[config.mk]
export PLATFORM = sky130hd
export DESIGN_NAME = contador_param
export DESIGN_NICKNAME = d
export VERILOG_FILES = /design/src/rtl/contador_param.sv
export SDC_FILE = /design/constraint.sdc
export NUM_CORES = 1
export LEC_CHECK = 0
export CELL_PAD_IN_SITES_DETAIL_PLACEMENT = 1
export CELL_PAD_IN_SITES_GLOBAL_PLACEMENT = 1
export CORE_MARGIN = 2
export CORE_UTILIZATION = 35
export DETAILED_ROUTE_END_ITERATION = 16
export GPL_ROUTABILITY_DRIVEN = 1
export PLACE_DENSITY = 0.78
export SKIP_CTS_REPAIR_TIMING = 1
export SYNTH_ARGS = -nofsm -noshare
export SYNTH_HDL_FRONTEND = slang
export SYNTH_SLANG_ARGS = --single-unit
[constraint.sdc]
create_clock -name clk -period 4.7 [get_ports clk]
set_input_delay 1.41 -clock clk [delete_from_list [all_inputs] [get_ports clk]]
set_output_delay 1.41 -clock clk [all_outputs]
set_load 0.05 [all_outputs]
[src/rtl/contador_param.sv]
// Parametrised up/down counter with bounds, load, wrap/saturate mode, boundary flags and event pulse.
// Latency: saida, no_maximo, no_minimo and evento all register one clock after the sampled inputs.
// Backpressure: none; every input is sampled on every rising edge. Optional macro: CONTADOR_PARAM_EDGE_EN.
module contador_param #(
   parameter int WIDTH     = 8,
   parameter int STEP      = 1,
   parameter int MIN_VAL   = 0,
   parameter int MAX_VAL   = 2**WIDTH - 1,
   parameter int RESET_VAL = 0
) (
   input  logic             clk,
   input  logic             rst,
   input  logic             habilitar,
   input  logic             acrescer,
   input  logic             decrescer,
   input  logic             carregar,
   input  logic [WIDTH-1:0] valor_carga,
   input  logic             satura,
   output logic [WIDTH-1:0] saida,
   output logic             no_maximo,
   output logic             no_minimo,
   output logic             evento
);

   // Two guard bits: one for the carry of saida + STEP, one for the sign of saida - STEP.
   localparam int AW = WIDTH + 2;

   localparam logic [WIDTH-1:0]      MIN_W  = WIDTH'(MIN_VAL);
   localparam logic [WIDTH-1:0]      MAX_W  = WIDTH'(MAX_VAL);
   localparam logic [WIDTH-1:0]      RST_W  = WIDTH'(RESET_VAL);
   localparam logic signed [AW-1:0]  MIN_E  = AW'(MIN_VAL);
   localparam logic signed [AW-1:0]  MAX_E  = AW'(MAX_VAL);
   localparam logic signed [AW-1:0]  STEP_E = AW'(STEP);
   localparam logic signed [AW-1:0]  ONE_E  = AW'(1);

   logic [WIDTH-1:0] saida_q, saida_d;
   logic             no_maximo_q, no_maximo_d;
   logic             no_minimo_q, no_minimo_d;
   logic             evento_q, evento_d;

   // Step requests after optional edge qualification.
   logic up_req;
   logic dn_req;

`ifdef CONTADOR_PARAM_EDGE_EN
   // Each direction input is first registered, then compared with its previous
   // registered value; a step is requested only for a 0->1 transition, so a
   // held button produces exactly one step.
   logic acr_s_q, acr_s_d;
   logic acr_p_q, acr_p_d;
   logic dec_s_q, dec_s_d;
   logic dec_p_q, dec_p_d;

   // Next values of the edge-detect pipeline.
   always_comb begin
      acr_s_d = acrescer;
      acr_p_d = acr_s_q;
      dec_s_d = decrescer;
      dec_p_d = dec_s_q;
   end

   // Edge-detect registers, cleared by reset so no spurious step follows it.
   always_ff @(posedge clk or posedge rst) begin
      if (rst) begin
         acr_s_q <= 1'b0;
         acr_p_q <= 1'b0;
         dec_s_q <= 1'b0;
         dec_p_q <= 1'b0;
      end else begin
         acr_s_q <= acr_s_d;
         acr_p_q <= acr_p_d;
         dec_s_q <= dec_s_d;
         dec_p_q <= dec_p_d;
      end
   end

   assign up_req = acr_s_q & ~acr_p_q;
   assign dn_req = dec_s_q & ~dec_p_q;
`else
   // Level-sensitive: one step per clock while a direction input is held.
   assign up_req = acrescer;
   assign dn_req = decrescer;
`endif

   // Extended-width views of the current count and the load value.
   logic signed [AW-1:0] cnt_ext;
   logic signed [AW-1:0] carga_ext;
   assign cnt_ext   = signed'({2'b00, saida_q});
   assign carga_ext = signed'({2'b00, valor_carga});

   // Up path: candidate sum, overflow test and the in-range wrapped value.
   logic signed [AW-1:0] up_sum;
   logic signed [AW-1:0] up_wrap;
   logic                 up_over;
   always_comb begin
      up_sum  = cnt_ext + STEP_E;
      up_over = (up_sum > MAX_E);
      up_wrap = MIN_E + (up_sum - MAX_E - ONE_E);
   end

   // Down path: candidate difference (may go negative), underflow test and wrapped value.
   logic signed [AW-1:0] dn_dif;
   logic signed [AW-1:0] dn_wrap;
   logic                 dn_under;
   always_comb begin
      dn_dif   = cnt_ext - STEP_E;
      dn_under = (dn_dif < MIN_E);
      dn_wrap  = MAX_E - (MIN_E - dn_dif - ONE_E);
   end

   // Load path: clamp valor_carga into range and flag whether clamping happened.
   logic [WIDTH-1:0] carga_val;
   logic             carga_clamp;
   always_comb begin
      carga_val   = valor_carga;
      carga_clamp = 1'b0;
      if (carga_ext < MIN_E) begin
         carga_val   = MIN_W;
         carga_clamp = 1'b1;
      end else if (carga_ext > MAX_E) begin
         carga_val   = MAX_W;
         carga_clamp = 1'b1;
      end
   end

   // Next count and event: load beats enable, enable gates stepping, opposing requests cancel.
   always_comb begin
      saida_d  = saida_q;
      evento_d = 1'b0;
      if (carregar) begin
         saida_d  = carga_val;
         evento_d = carga_clamp;
      end else if (habilitar) begin
         if (up_req && !dn_req) begin
            if (!up_over) begin
               saida_d = up_sum[WIDTH-1:0];
            end else if (satura) begin
               saida_d  = MAX_W;
               evento_d = (saida_q != MAX_W);
            end else begin
               saida_d  = up_wrap[WIDTH-1:0];
               evento_d = 1'b1;
            end
         end else if (dn_req && !up_req) begin
            if (!dn_under) begin
               saida_d = dn_dif[WIDTH-1:0];
            end else if (satura) begin
               saida_d  = MIN_W;
               evento_d = (saida_q != MIN_W);
            end else begin
               saida_d  = dn_wrap[WIDTH-1:0];
               evento_d = 1'b1;
            end
         end
      end
   end

   // Boundary flags are derived from the next count so they register alongside it.
   always_comb begin
      no_maximo_d = (saida_d == MAX_W);
      no_minimo_d = (saida_d == MIN_W);
   end

   // Counter state; reset is asynchronous and the flags reflect RESET_VAL while it is held.
   always_ff @(posedge clk or posedge rst) begin
      if (rst) begin
         saida_q     <= RST_W;
         no_maximo_q <= (RST_W == MAX_W);
         no_minimo_q <= (RST_W == MIN_W);
         evento_q    <= 1'b0;
      end else begin
         saida_q     <= saida_d;
         no_maximo_q <= no_maximo_d;
         no_minimo_q <= no_minimo_d;
         evento_q    <= evento_d;
      end
   end

   assign saida     = saida_q;
   assign no_maximo = no_maximo_q;
   assign no_minimo = no_minimo_q;
   assign evento    = evento_q;

endmodule

== Yosys cells after proc, flatten, opt, wreduce, memory -nomap -nowiden ==
Index checks and enable logic that the tools add are counted.

* Add/sub/neg operators: 7
* $lt $le $gt $ge: 4
* Eq/ne operators: 2
* Mux-type cells: 20
* Reductions and logical operators: 6

{| class="wikitable"
|+ Operator list
! kind !! number
|-
| 2-to-1 mux 8 bit || 10
|-
| subtractor 1 x 8 -> 8 bit (first input constant) || 2
|-
| subtractor 8 x 2 -> 8 bit (second input constant) || 2
|-
| 2-to-1 mux 1 bit || 10
|-
| adder 8 x 1 -> 9 bit (second input constant) || 1
|-
| > comparator 9 x 8 -> 1 bit (second input constant) || 1
|-
| less-than comparator 9 x 1 -> 1 bit (second input constant) || 1
|-
| subtractor 8 x 1 -> 9 bit (second input constant) || 1
|-
| equality test 8 bit (second input constant) || 1
|-
| > comparator 8 bit (second input constant) || 1
|-
| logical NOT 8 bit || 1
|-
| less-than comparator 8 x 1 -> 1 bit (second input constant) || 1
|-
| inequality test 8 bit (second input constant) || 1
|-
| nonzero test 8 bit || 1
|-
| subtractor 8 bit (second input constant) || 1
|-
| logical AND 1 bit || 2
|-
| logical NOT 1 bit || 2
|}

* Register bits: 11
* Input bits: 15

== Logic depth before layout (Yosys ltp) ==
Gate-level depths: netlist (run 1).

* Depth in word-level cells: 11
* Mapped depth: 9
* Mapped depth without buffers: 8

== Least setup slack after synthesis (run 1) ==
Ideal clock, no wire load.

* Path type: input port to flip-flop
* From: input acrescer
* To: register no_minimo_q (netlist: no_minimo)
* Setup time: 75 ps
* Arrival time: 3020 ps
* Slack: 1605 ps
* Stages on the path: 6
* Buffers on the path: 0
* Cell sequence: or4b_4 -> o31a_1 -> o2111ai_2 -> nand3_2 -> or4_1 -> nor3_2

* Word-level cells in the longest chain between the ends: 7

{| class="wikitable"
|+ RTL lines
! what !! line !! source
|-
| from (decl) || 14 || <nowiki>input logic acrescer,</nowiki>
|-
| logical NOT 1 bit || 144 || <nowiki>end else if (dn_req && !up_req) begin</nowiki>
|-
| logical AND 1 bit || 144 ||
|-
| 2-to-1 mux 8 bit || 144 ||
|-
| 2-to-1 mux 8 bit (*) || 134 || <nowiki>if (up_req && !dn_req) begin</nowiki>
|-
| 2-to-1 mux 8 bit (*) || 133 || <nowiki>end else if (habilitar) begin</nowiki>
|-
| 2-to-1 mux 8 bit (*) || 130 || <nowiki>if (carregar) begin</nowiki>
|-
| named net saida_d[7] || 36 || <nowiki>logic [WIDTH-1:0] saida_q, saida_d;</nowiki>
|-
| logical NOT 8 bit (*) || 161 || <nowiki>no_minimo_d = (saida_d == MIN_W);</nowiki>
|-
| named net no_minimo_d || 38 || <nowiki>logic no_minimo_q, no_minimo_d;</nowiki>
|-
| to (signal assigned) || 169 || <nowiki>no_minimo_q <= (RST_W == MIN_W);</nowiki>
|-
| to (signal assigned) || 174 || <nowiki>no_minimo_q <= no_minimo_d;</nowiki>
|-
| to (decl) || 38 ||
|}

The timed path passes the listed nets; every way through them passes the cells marked *.

== Worst setup path after layout (run 1) ==
Ends and elaborated chain as after synthesis.

==> results of run 1 <==
[layout make-up]
type | instances | area, um^2 | area share [%]
clock buffer | 4 | 26.3 | 1.82
inverter | 5 | 18.8 | 1.30
multi-input combinational | 119 | 808 | 56.0
sequential | 11 | 277 | 19.2
tap | 44 | 55.1 | 3.82
timing repair buffer | 26 | 258 | 17.9
[per-stage QoR]
stage               hold WS [ns]  instance area [um^2]
floorplan                  0.970                  1150
global placement           0.768                  1420
detailed placement         0.786                  1420
CTS                        0.795                  1440
global route               0.854                  1440
finish                     0.822                  1440
[routing by layer]
metal,vias up,GRT usage (%)
li1,606,-
met1,626,29.7
met2,34,37.5
met3,8,3.15
met4,0,7.60
met5,-,0
[cell usage in the layout (no fill, tap or decap), types with 3 or more instances in the layout]
master / n
clkbuf_4: 3
dfrtp_1: 10
o21ai_0: 7
nand3_1: 8
ha_1: 4
and3_1: 3
nand2_1: 11
nor3b_1: 5
a21oi_1: 8
o21ai_1: 4
clkdlybuf4s50_1: 25
nor2b_1: 4
inv_1: 5
nor2_1: 5
nand4_1: 7
nand2b_1: 3
a221oi_1: 3
a211oi_1: 5
nand4b_1: 3
nor3_1: 4
[power by group]
group / switching, mW / internal, mW / leakage (nW) / total (mW)
registers: 0.0363 / 0.104 / 0.132 / 0.140
logic: 0.0992 / 0.0655 / 0.356 / 0.165
clock network: 0.0326 / 0.0329 / 0.0150 / 0.0655
total: 0.168 / 0.202 / 0.503 / 0.370
[registers in the layout, indices dropped and copies added (netlist names)]
signal,count
saida,8
evento,1
no_maximo,1
no_minimo,1
[logic make-up (layout without fill, tap and decap cells)]
group / Yosys count / in the layout / synth area share, %
buf+inv: 18 / 35 / 5.96
simple gates: 70 / 70 / 38.6
xor+xnor: 3 / 3 / 2.28
fa+ha+maj: 4 / 4 / 4.34
flops: 11 / 11 / 24.0
compound gates: 42 / 42 / 24.8
[how the worst max path moves through the flow]
stage              from        end  slack, ns  cells after the start
6_report       acrescer  no_minimo       0.96                      7
5_1_grt        acrescer  no_minimo       0.77                      7
4_1_cts        acrescer  no_minimo       1.00                      7
3_5_place_dp   acrescer  no_minimo       0.72                      7
3_3_place_gp   acrescer  no_minimo       0.77                      7
2_1_floorplan  acrescer  no_minimo       1.60                      6
[critical path, stage by stage]
cell and delay [ns]:
clkdlybuf4s50_1 0.64, nor4b_2 0.50, nand4b_1 0.38, nand3_1 0.20
o2bb2ai_1 0.11, or4_1 0.53, nor3_2 0.17
==> flow_summary.toml, run 1 <==
[status]
status = "completed"

[synthesis]
synth_top_cell_by_area = "dfrtp_1"
synth.distinct_cells = 49
synth.area.top_cells = "dfrtp_1 (22%), ha_1 (4.3%), clkbuf_1 (3.9%)"
syn_area_um2 = 1150
syn_avg_cell_area_um2 = 7.79
yosys_warnings = 0
synth_most_common_cell = "clkbuf_1"
synth_edf_count = 0
synth_top_area_share_pct = 21.7
seq_area_frac_synth_pct = 24.0
synth_ff_type = "dfrtp_1"
ys_seq_elements = 11
synth_cells = 148
synth_common_cells = "clkbuf_1 (12), nand2_1 (11), dfrtp_1 (10), a21oi_1 (8), nand3_1 (8)"
synth-async-reset-ratio_pct = 100
syn_nets = 167

[floorplan]
row_count = 20
initial_core_util_pct = 37.2
top_level_ports = 26
die_w_um = 61.4
dieArea_um2 = 3770
fp.dieH_um = 61.4
core-area_um2 = 3100

[global_route]
grt_overflow = 0
antenna_found_initial = 0
track_usage_pct = 22.4
first_global_vias = 1209
grt_pass1_wl_um = 6110
grt_max_degree = 21

[drt]
wl_met3_um = 140
drc_errors = 0
wire_per_inst_um = 18.4
vias = 1274
met1_length_um = 1720
drtIter0Drc = 49
viasPerCell = 6.10
wl_um = 3850
dr.max_layer_used = "met4"
drt_first_pass_iters = 4
wl_met2_um = 1900
drt.antenna.violating_nets = 0

[power]
p_leak_nw = 0.503
total_power_uw = 370
power.density_nw_per_um2 = 257
peakVddDrop_mv = 0.149

[place]
globalplace.congestion = 0.883
dp_hpwl_um = 2880
post-place-cells = 205
pre_cts_ws_ns = 0.722
io_buffers = 25

[setup_path]
end_kind = "flip-flop"
critPathArrivalTime_ns = 3.94
r2r_end = "no_minimo"
r2r_slack_ns = 1.80
crit_required_ns = 4.90
start_kind = "input port"
reg2reg_depth = 8
crit_type = "input port to flip-flop"
r2r_start = "saida[0]"
crit_fanout = 14

[layout]
final_nets = 185
final_util_pct = 46.5
finalNonFillerCells = 209
fillerInstances = 413
antenna_cells = 0
drive_gt1_share_pct = 6.67
area_delta_synth_final_pct = 25.1

[timing]
fin_crit_sh_pct = 79.5
tightestPinTransition_ns = 0.701
hold_violations = 0
setup_violations = 0
setup_slack_ns = 0.962
tns_ns = 0
rsz0062_at_grt = "false"
maxSlewViolCount = 0
slew_headroom_pct = 53.1
finalClockSkew_ns = 0.00541
max_freq_mhz = 268
min_period_ns = 3.74

[cts]
cts_made_buffers = 3
htree_levels = 1
clk_pin_slew_ns = 0.06
cts_num_sinks = 11
clock_latency_ns = 0.28
cts_tree = "yes"
cts_root_buffer = "clkbuf_4"
clk_path_buf_depth = 2

[worst_hold_path]
holdPathStages = 2
hold_path.startpoint = "saida[7]"
min_to = "evento"
hold_path_class = "flip-flop to flip-flop"

[run]
cap_violations = 0
Note: power is estimated with default switching activity, not from simulation.
==> inputs of run 2 (changes only) <==
==> constraint.sdc (replaced) <==
create_clock -name clk -period 3.86 [get_ports clk]
set_input_delay 1.158 -clock clk [delete_from_list [all_inputs] [get_ports clk]]
set_output_delay 1.158 -clock clk [all_outputs]
set_load 0.05 [all_outputs]
==> flow_summary.toml, run 2 (synthesized netlist as in run 1, its figures left out) <==
[cts]
cts_num_sinks = 11
cts_made_buffers = 3
clk_pin_slew_ns = 0.07
clock_latency_ns = 0.27
cts_root_buffer = "clkbuf_4"
clk_path_buf_depth = 2
htree_levels = 1
cts_tree = "yes"

[timing]
tns_ns = 0
fin_crit_sh_pct = 89.0
rsz0062_at_grt = "false"
maxSlewViolCount = 0
max_freq_mhz = 291
setup_violations = 0
slew_headroom_pct = 62.3
hold_violations = 0
min_period_ns = 3.44
finalClockSkew_ns = 0.00542
tightestPinTransition_ns = 0.552

[layout]
fin_area_um2 = 1480
area_delta_synth_final_pct = 28.3
finalNonFillerCells = 214
antenna_cells = 0
mostFrequentLayoutCells = "clkdlybuf4s50_1 (25), nand2_1 (11), dfrtp_1 (10)"
drive_gt1_share_pct = 9.41
largest_reg_flops = 8
final_nets = 190
final_common_cell = "clkdlybuf4s50_1"
final_util_pct = 47.7

[global_route]
antenna_found_initial = 0
grt_overflow = 0
grt_pass1_wl_um = 6420
first_global_vias = 1291
track_usage_pct = 23.0
grt_max_degree = 16

[drt]
drtIter0Drc = 89
viasPerCell = 6.10
drt_first_pass_iters = 4
drt.antenna.violating_nets = 0
drc_errors = 0
vias = 1305
wl_um = 4030
wire_per_inst_um = 18.8

[setup_path]
end_kind = "flip-flop"
crit_fanout = 10
crit_type = "input port to flip-flop"
start_kind = "input port"
crit_required_ns = 4.06
critPathArrivalTime_ns = 3.63

[floorplan]
top_level_ports = 26
dieArea_um2 = 3770
initial_core_util_pct = 37.2
row_count = 20
core-area_um2 = 3100
die_w_um = 61.4
fp.dieH_um = 61.4

[place]
io_buffers = 25
placed_area_um2 = 1450
dp_hpwl_um = 3010
post-place-cells = 210
globalplace.congestion = 0.905

[run]
cap_violations = 0

[power]
peakVddDrop_mv = 0.228
total_power_uw = 456
power.density_nw_per_um2 = 308
p_leak_nw = 0.527

[status]
status = "completed"

[worst_hold_path]
hold_path_class = "flip-flop to flip-flop"
run 2: changes by cell type in the layout (fill, tap and decap cells not counted), sizes merged:
cell and change:
buf +5
run 2: final timing paths:
path / slack (ns) / startpoint / to / cells past startpoint
min reg2reg: 0.79 / saida[7] / evento / 2
min in group asynchronous: 1.20 / rst / saida[5] / 2
max: 0.42 / acrescer / no_minimo / 7
max reg2reg: 0.79 / saida[0] / no_minimo / 8
min: 0.79 / saida[7] / evento / 2
max in group asynchronous: 2.34 / rst / no_minimo / 2
run 2: worst max-delay path: stages:
cell	delay, ns
clkdlybuf4s50_1	0.59
nor4b_2	0.39
nand4b_1	0.39
o21ai_1	0.23
a221oi_1	0.16
or4_1	0.52
nor3_2	0.19
run 2: cell type report:
class | instances | area, um^2
fillers | 399 | 1620
multi-input cells | 119 | 808
repair buffers | 31 | 295
flip-flops and latches | 11 | 277
well taps | 44 | 55.1
clock buffers | 4 | 26.3
inverters | 5 | 18.8
run 2: through the flow:
step | setup WS, ns | hold WS (ns)
finish | 0.425 | 0.791
CTS | 0.434 | 0.783
floorplan | 1.02 | 0.970
detailed placement | 0.182 | 0.773
global route | 0.292 | 0.842
global placement | 0.316 | 0.767
run 2: routing by layer:
layer | wire, um | GRT usage (%)
met1 | 1810 | 32.2
met2 | 2070 | 38.8
met3 | 146 | 3.36
met4 | 0 | 2.74
met5 | 0 | 0
run 2: report_power, final:
group	leakage (nW)	internal (mW)	switching (mW)
clock network	0.0150	0.0400	0.0376
registers	0.132	0.126	0.0446
logic	0.380	0.0829	0.124
